--- src/rtl/timer_arb_if.sv ---
// Requester-side bus of timer_arb: per-requester request slices and shared completion signals.
// The master modport is the requester side and the slave modport is the arbiter side.
interface timer_arb_if #(
  parameter int WIDTH = 32,
  parameter int NREQ  = 4
);
  logic [NREQ-1:0]       req;
  logic [NREQ-1:0]       wen;
  logic [3*NREQ-1:0]     addr;
  logic [WIDTH*NREQ-1:0] din;
  logic [NREQ-1:0]       ack;
  logic                  err;
  logic [WIDTH-1:0]      rdata;
  logic [NREQ-1:0]       irq_out;

  modport master (
    output req, wen, addr, din,
    input  ack, err, rdata, irq_out
  );

  modport slave (
    input  req, wen, addr, din,
    output ack, err, rdata, irq_out
  );
endinterface

--- src/rtl/timer_arb.sv ---
// Round-robin arbiter that serialises NREQ requesters onto one timer register port.
// Define TIMER_ARB_OWNER_EN to add CTRL-write ownership with access rejection and owner-only irq.
module timer_arb #(
  parameter int WIDTH = 32,
  parameter int NREQ  = 4,
  parameter int IW    = 3
) (
  input  logic             clk,
  input  logic             reset_n,
  timer_arb_if.slave       bus,
  output logic             t_cs,
  output logic             t_wen,
  output logic [2:0]       t_addr,
  output logic [WIDTH-1:0] t_din,
  input  logic [WIDTH-1:0] t_dout,
  input  logic             t_irq
);

  typedef enum logic [1:0] {IDLE, ISSUE, CAPTURE, ACK} state_e;

  localparam logic [IW-1:0] LAST_IDX = IW'(NREQ - 1);

  state_e           state_q, state_d;
  logic [IW-1:0]    ptr_q, ptr_d;
  logic [IW-1:0]    idx_q, idx_d;
  logic             wen_q, wen_d;
  logic [2:0]       addr_q, addr_d;
  logic [WIDTH-1:0] din_q, din_d;
  logic             t_cs_q, t_cs_d;
  logic             t_wen_q, t_wen_d;
  logic [NREQ-1:0]  ack_q, ack_d;
  logic             err_q, err_d;
  logic [WIDTH-1:0] rdata_q, rdata_d;
  logic [NREQ-1:0]  irq_q, irq_d;
  logic             go_ack;
  logic             reject;

  logic             gnt_vld;
  logic [IW-1:0]    gnt_idx;
  logic             gnt_wen;
  logic [2:0]       gnt_addr;
  logic [WIDTH-1:0] gnt_din;

  // Requesters at or above ptr win first; the second pass covers the wrap below ptr.
  always_comb begin
    gnt_vld  = 1'b0;
    gnt_idx  = '0;
    gnt_wen  = 1'b0;
    gnt_addr = '0;
    gnt_din  = '0;
    for (int i = 0; i < NREQ; i++) begin
      if (!gnt_vld && bus.req[i] && (IW'(i) >= ptr_q)) begin
        gnt_vld  = 1'b1;
        gnt_idx  = IW'(i);
        gnt_wen  = bus.wen[i];
        gnt_addr = bus.addr[3*i +: 3];
        gnt_din  = bus.din[WIDTH*i +: WIDTH];
      end
    end
    for (int i = 0; i < NREQ; i++) begin
      if (!gnt_vld && bus.req[i]) begin
        gnt_vld  = 1'b1;
        gnt_idx  = IW'(i);
        gnt_wen  = bus.wen[i];
        gnt_addr = bus.addr[3*i +: 3];
        gnt_din  = bus.din[WIDTH*i +: WIDTH];
      end
    end
  end

`ifdef TIMER_ARB_OWNER_EN
  logic          own_vld_q, own_vld_d;
  logic [IW-1:0] own_idx_q, own_idx_d;

  // Only control-register writes from someone other than the current owner are refused.
  assign reject = own_vld_q && gnt_wen && (gnt_addr < 3'd4) && (gnt_idx != own_idx_q);

  always_comb begin
    own_vld_d = own_vld_q;
    own_idx_d = own_idx_q;
    if ((state_q == IDLE) && gnt_vld && gnt_wen && !reject && (gnt_addr == 3'd0)) begin
      if (gnt_din[0] && !own_vld_q) begin
        own_vld_d = 1'b1;
        own_idx_d = gnt_idx;
      end else if (!gnt_din[0] && own_vld_q && (own_idx_q == gnt_idx)) begin
        own_vld_d = 1'b0;
      end
    end
  end

  always_comb begin
    irq_d = '0;
    for (int i = 0; i < NREQ; i++) begin
      irq_d[i] = t_irq && own_vld_q && (own_idx_q == IW'(i));
    end
  end

  always_ff @(posedge clk or negedge reset_n) begin
    if (!reset_n) begin
      own_vld_q <= 1'b0;
      own_idx_q <= '0;
    end else begin
      own_vld_q <= own_vld_d;
      own_idx_q <= own_idx_d;
    end
  end
`else
  assign reject = 1'b0;

  always_comb begin
    irq_d = {NREQ{t_irq}};
  end
`endif

  // NOTE: every signal written here gets a default first, so no path can infer a latch.
  always_comb begin
    state_d = state_q;
    ptr_d   = ptr_q;
    idx_d   = idx_q;
    wen_d   = wen_q;
    addr_d  = addr_q;
    din_d   = din_q;
    rdata_d = rdata_q;
    t_cs_d  = 1'b0;
    t_wen_d = 1'b0;
    err_d   = 1'b0;
    go_ack  = 1'b0;
    unique case (state_q)
      IDLE: begin
        if (gnt_vld) begin
          idx_d = gnt_idx;
          wen_d = gnt_wen;
          if (reject) begin
            state_d = ACK;
            go_ack  = 1'b1;
            err_d   = 1'b1;
            rdata_d = '0;
          end else begin
            addr_d  = gnt_addr;
            din_d   = gnt_din;
            state_d = ISSUE;
            t_cs_d  = 1'b1;
            t_wen_d = gnt_wen;
          end
        end
      end
      ISSUE: begin
        if (wen_q) begin
          state_d = ACK;
          go_ack  = 1'b1;
          rdata_d = '0;
        end else begin
          state_d = CAPTURE;
        end
      end
      CAPTURE: begin
        // The timer registers dout, so the value for the ISSUE cycle appears here.
        rdata_d = t_dout;
        state_d = ACK;
        go_ack  = 1'b1;
      end
      ACK: begin
        ptr_d   = (idx_q == LAST_IDX) ? '0 : idx_q + 1'b1;
        state_d = IDLE;
      end
      default: state_d = IDLE;
    endcase
  end

  always_comb begin
    ack_d = '0;
    for (int i = 0; i < NREQ; i++) begin
      ack_d[i] = go_ack && (idx_d == IW'(i));
    end
  end

  // NOTE: sequential state uses non-blocking assignments so all registers sample pre-edge values.
  always_ff @(posedge clk or negedge reset_n) begin
    if (!reset_n) begin
      state_q <= IDLE;
      ptr_q   <= '0;
      idx_q   <= '0;
      wen_q   <= 1'b0;
      addr_q  <= '0;
      din_q   <= '0;
      t_cs_q  <= 1'b0;
      t_wen_q <= 1'b0;
      ack_q   <= '0;
      err_q   <= 1'b0;
      rdata_q <= '0;
      irq_q   <= '0;
    end else begin
      state_q <= state_d;
      ptr_q   <= ptr_d;
      idx_q   <= idx_d;
      wen_q   <= wen_d;
      addr_q  <= addr_d;
      din_q   <= din_d;
      t_cs_q  <= t_cs_d;
      t_wen_q <= t_wen_d;
      ack_q   <= ack_d;
      err_q   <= err_d;
      rdata_q <= rdata_d;
      irq_q   <= irq_d;
    end
  end

  assign t_cs        = t_cs_q;
  assign t_wen       = t_wen_q;
  assign t_addr      = addr_q;
  assign t_din       = din_q;
  assign bus.ack     = ack_q;
  assign bus.err     = err_q;
  assign bus.rdata   = rdata_q;
  assign bus.irq_out = irq_q;

endmodule

--- src/flat_wrapper.sv ---
// flat-port wrapper written by rule: the top's interface ports become plain ports
module timer_arb_flat 
#(
  parameter int WIDTH = 32,
  parameter int NREQ  = 4,
  parameter int IW    = 3
)
  (clk, reset_n, t_cs, t_wen, t_addr, t_din, t_dout, t_irq, bus_req, bus_wen, bus_addr, bus_din, bus_ack, bus_err, bus_rdata, bus_irq_out);
  timer_arb_if #(.WIDTH(WIDTH), .NREQ(NREQ)) bus_i ();
  input  logic clk;
  input  logic reset_n;
  output logic t_cs;
  output logic t_wen;
  output logic [2:0] t_addr;
  output logic [WIDTH-1:0] t_din;
  input  logic [WIDTH-1:0] t_dout;
  input  logic t_irq;
  input wire logic [$bits(bus_i.req)-1:0] bus_req;
  input wire logic [$bits(bus_i.wen)-1:0] bus_wen;
  input wire logic [$bits(bus_i.addr)-1:0] bus_addr;
  input wire logic [$bits(bus_i.din)-1:0] bus_din;
  output wire logic [$bits(bus_i.ack)-1:0] bus_ack;
  output wire logic [$bits(bus_i.err)-1:0] bus_err;
  output wire logic [$bits(bus_i.rdata)-1:0] bus_rdata;
  output wire logic [$bits(bus_i.irq_out)-1:0] bus_irq_out;
  assign bus_i.req = bus_req;
  assign bus_i.wen = bus_wen;
  assign bus_i.addr = bus_addr;
  assign bus_i.din = bus_din;
  assign bus_ack = bus_i.ack;
  assign bus_err = bus_i.err;
  assign bus_rdata = bus_i.rdata;
  assign bus_irq_out = bus_i.irq_out;
  timer_arb #(.WIDTH(WIDTH), .NREQ(NREQ), .IW(IW)) u_core (.clk(clk), .reset_n(reset_n), .bus(bus_i), .t_cs(t_cs), .t_wen(t_wen), .t_addr(t_addr), .t_din(t_din), .t_dout(t_dout), .t_irq(t_irq));
endmodule
--- config.mk ---
export PLATFORM = sky130hd
export DESIGN_NAME = timer_arb_flat
export DESIGN_NICKNAME = d
export VERILOG_FILES = /design/src/rtl/timer_arb_if.sv /design/src/rtl/timer_arb.sv /design/src/flat_wrapper.sv
export SDC_FILE = /design/constraint.sdc
export NUM_CORES = 1
export LEC_CHECK = 0
export CELL_PAD_IN_SITES_DETAIL_PLACEMENT = 0
export CELL_PAD_IN_SITES_GLOBAL_PLACEMENT = 2
export CORE_MARGIN = 1.5
export CORE_UTILIZATION = 26
export DETAILED_ROUTE_END_ITERATION = 8
export HOLD_SLACK_MARGIN = 0.15
export PLACE_DENSITY = 0.95
export SYNTH_ARGS = -nofsm -noshare
export SYNTH_HDL_FRONTEND = slang
export SYNTH_SLANG_ARGS = --single-unit
--- constraint.sdc ---
create_clock -name clk -period 4.5 [get_ports clk]
set_clock_uncertainty 0.1 [all_clocks]
set_input_delay 1.35 -clock clk [delete_from_list [all_inputs] [get_ports clk]]
set_output_delay 1.35 -clock clk [all_outputs]
set_load 0.1 [all_outputs]
==> flow_metrics.env <==
export IMPL_status="finished clean"
export IMPL_hp_class="register to register"
export IMPL_synth_seq_cells=83
export IMPL_sw_frac_of_total_pct=58.87
export IMPL_overflow=0
export IMPL_grt_use_total_pct=22.53
export IMPL_finalInstanceArea_um2=9255
export IMPL_tns_ns=0
export IMPL_worstPathArrival_ns=3.72
export IMPL_clk_pin_slew_ns=0.07
export IMPL_cp_required_ns=4.66
export IMPL_coreArea_um2=22710
export IMPL_sequentialPowerShare_pct=18.6
export IMPL_path_cells="clkdlybuf4s50_1, or2_2, buf_4, nand2b_1, a21o_1, buf_4, a32o_1, a31oi_1"
export IMPL_syn_area_um2=6032
export IMPL_pwr_share_clk_pct=11.1
export IMPL_max_slew_margin_pct=32.03
export IMPL_setup_violations_final=0
export IMPL_timing_final_crit_share_pct=78.96
export IMPL_slowest_delay_ns=0.74
export IMPL_io_pins=261
export IMPL_worst_hold_slack_ns=0.4044
export IMPL_cts_max_level=3
export IMPL_synthCells=719
export IMPL_initial_core_util_pct=26.56
export IMPL_holdBufCountCts=0
export IMPL_nets=1126
export IMPL_max_clock_path_buffers=2
export IMPL_first_iter_violations=704
export IMPL_routed_wl_um=27890
export IMPL_end_kind="register"
export IMPL_grt_first_pass_wirelength_um=42060
export IMPL_hold_viol=0
export IMPL_path_class="primary input to register"
export IMPL_met3_length_um=2257
export IMPL_dieArea_um2=24120
export IMPL_leakagePower_nw=3.469
export IMPL_crit_buf_inv=3
export IMPL_placed_cell_area_um2=8945
export IMPL_routed_top_layer="met4"
export IMPL_worstSetupStartpointType="primary input"
export IMPL_worst_pin_slew_ns=1.016
export IMPL_synth_enable_flop_cells=0
export IMPL_grt_pass1_vias=7046
export IMPL_yosysUniqueCellTypes=45
export IMPL_p_int_mw=2.945
export IMPL_grt_max_degree=73
export IMPL_yosys_area_top_type="dfrtp_1"
export IMPL_drv_cap=0
export IMPL_synth_fp_nets=908
export IMPL_p_per_area_nw_per_um2=773.7
export IMPL_post_synth_cell_area_avg_um2=8.389
export IMPL_postCtsSetupRepairBufs=0
export IMPL_hpwl_um=18770
export IMPL_clock_sinks=83
export IMPL_cts_tree="built"
export IMPL_synth_area_top_cells="dfrtp_1, a22oi_1, a21oi_1"
export IMPL_vias=7155
export IMPL_critPathMostFrequentCell="buf_4"
export IMPL_drt_met1_wl_um=12390
export IMPL_rsz0062_at_grt="false"
export IMPL_die_h_um=155.3
export IMPL_critPathSlowestCell="clkdlybuf4s50_1"
export IMPL_drtPass1Iterations=5
export IMPL_drc=0
export IMPL_cts_buffers=9
export IMPL_cts_resized_gates=0
export IMPL_cts_root_buf="clkbuf_16"
export IMPL_yosysWarnings=0
export IMPL_fin_total_pwr_mw=7.161
export IMPL_min_period_ns=3.553
export IMPL_cpLargestDelayFamily="buffers and inverters"
export IMPL_antenna_left=0
export IMPL_viasPerCell=5.827
export IMPL_ys_seq_area_share_pct=34.43
export IMPL_wl_per_cell_um=22.71
export IMPL_fill_cells=2299
export IMPL_yosys_area_top_type_share_pct=34.43
export IMPL_antenna_found_initial=1
export IMPL_synthArstFlopShare_pct=100.0
export IMPL_layout_drive_gt1_share_pct=7.643
export IMPL_area_delta_synth_final_pct=53.43
export IMPL_drv_slew=0
export IMPL_path_max_fanout=36
export IMPL_rrSetupSlack_ns=1.97
export IMPL_met2_length_um=12750
export IMPL_comb_power_share_pct=70.3
export IMPL_port_buffers=259
export IMPL_timing_fmax_mhz=281.4
export IMPL_power_switching_mw=4.216
export IMPL_ir_drop_mv=0.4002
export IMPL_die_x_um=155.3
export IMPL_ys_flop_type="dfrtp_1"
export IMPL_num_rows=55
export IMPL_gp_congestion=0.8342
export IMPL_clk_latency_ns=0.34
area by class of cell:
| type | instances | area, um2 | area share (%) |
|---|---|---|---|
| multi-input combinational | 539 | 3598 | 38.88 |
| timing repair buffer | 296 | 2883 | 31.15 |
| sequential | 83 | 2077 | 22.44 |
| tap | 285 | 356.6 | 3.853 |
| clock buffer | 10 | 239.0 | 2.582 |
| clock inverter | 6 | 68.82 | 0.7435 |
| inverter | 8 | 30.03 | 0.3245 |
| antenna | 1 | 2.502 | 0.02704 |
through the flow:
stage / instances / setup slack [ns] / utilization (%)
floorplan: 719 / 1.491 / -
global placement: 1211 / 0.6345 / 39.39
detailed placement: 1211 / 0.5839 / 39.39
CTS: 1227 / 0.9354 / 40.74
global route: 1227 / 0.7420 / 40.74
finish: 1228 / 0.9468 / 40.75
kinds of logic (layout without fill, tap and decap cells):
family / count (synthesis) / in the layout / share of synthesized area [%]
compound gates: 346 / 346 / 41.30
fa+ha+maj: 6 / 6 / 1.245
buf+inv: 97 / 320 / 7.135
flops: 83 / 83 / 34.43
mux: 3 / 3 / 0.5186
other cells: 1 / 2 / 0.06217
simple gates: 183 / 183 / 15.31
power groups by stage:
stage | clock [mW] | sequential [mW] | combinational (mW)
3_5_place_dp | 0 | 1.34 | 5.02
6_report | 0.798 | 1.33 | 5.03
4_1_cts | 0.810 | 1.33 | 5.03
5_1_grt | 0.837 | 1.37 | 5.25
2_1_floorplan | 0 | 3.45 | 1.44
3_3_place_gp | 0 | 1.34 | 4.99
sequential cells by signal, summed over array words and instances (netlist names):
signal,cells
u_core.bus.rdata,32
u_core.t_din,32
u_core.bus.ack,4
u_core.idx_q,3
u_core.ptr_q,3
u_core.t_addr,3
u_core.state_q,2
u_core.bus.irq_out,1
u_core.t_cs,1
u_core.t_wen,1
u_core.wen_q,1
worst register-to-register path, cell delays in order, from the launching register on:
cell and delay (ns):
dfrtp_1 0.59, nor2_1 0.27, and3b_2 0.84, a22oi_1 0.21, a32o_1 0.31, a21oi_1 0.15
cells in the final DEF, fill, tap and decap left out, types with 36 or more instances in the layout:
master	n
buf_4	36
o21ai_0	43
a22oi_1	68
dfrtp_1	83
a32o_1	36
clkdlybuf4s50_1	256
a21oi_1	79
nand3_1	38
nand2_1	74
per-layer routing:
metal | global-route usage (%) | vias up
met2 | 35.15 | 389
li1 | - | 3276
met3 | 3.983 | 43
met1 | 31.96 | 3447
met4 | 6.168 | 0
met5 | 0 | -
path summary, 6_finish.rpt:
| check | startpoint | endpoint | cells after the start |
|---|---|---|---|
| max | bus_req[2] | u_core.wen_q$_DFFE_PN0P_ | 8 |
| min | u_core.bus.rdata[4]$_DFFE_PN0P_ | u_core.bus.rdata[4]$_DFFE_PN0P_ | 1 |
| max reg2reg | u_core.ptr_q[2]$_DFFE_PN0N_ | u_core.t_din[18]$_DFFE_PN0P_ | 5 |
| min reg2reg | u_core.bus.rdata[4]$_DFFE_PN0P_ | u_core.bus.rdata[4]$_DFFE_PN0P_ | 1 |
| max in group asynchronous | reset_n | u_core.t_din[30]$_DFFE_PN0P_ | 2 |
| min in group asynchronous | reset_n | u_core.bus.rdata[12]$_DFFE_PN0P_ | 1 |
cell usage after synthesis (all sizes together), types with 8 or more instances:
cell     count
a2111oi     35
a211oi      35
a21oi       79
a22o        32
a22oi       68
a32o        36
buf         20
clkbuf      69
dfrtp       83
inv          8
nand2       74
nand3       39
nor2         9
o21ai       43
or3         35
(Power assumes the default switching activity.)
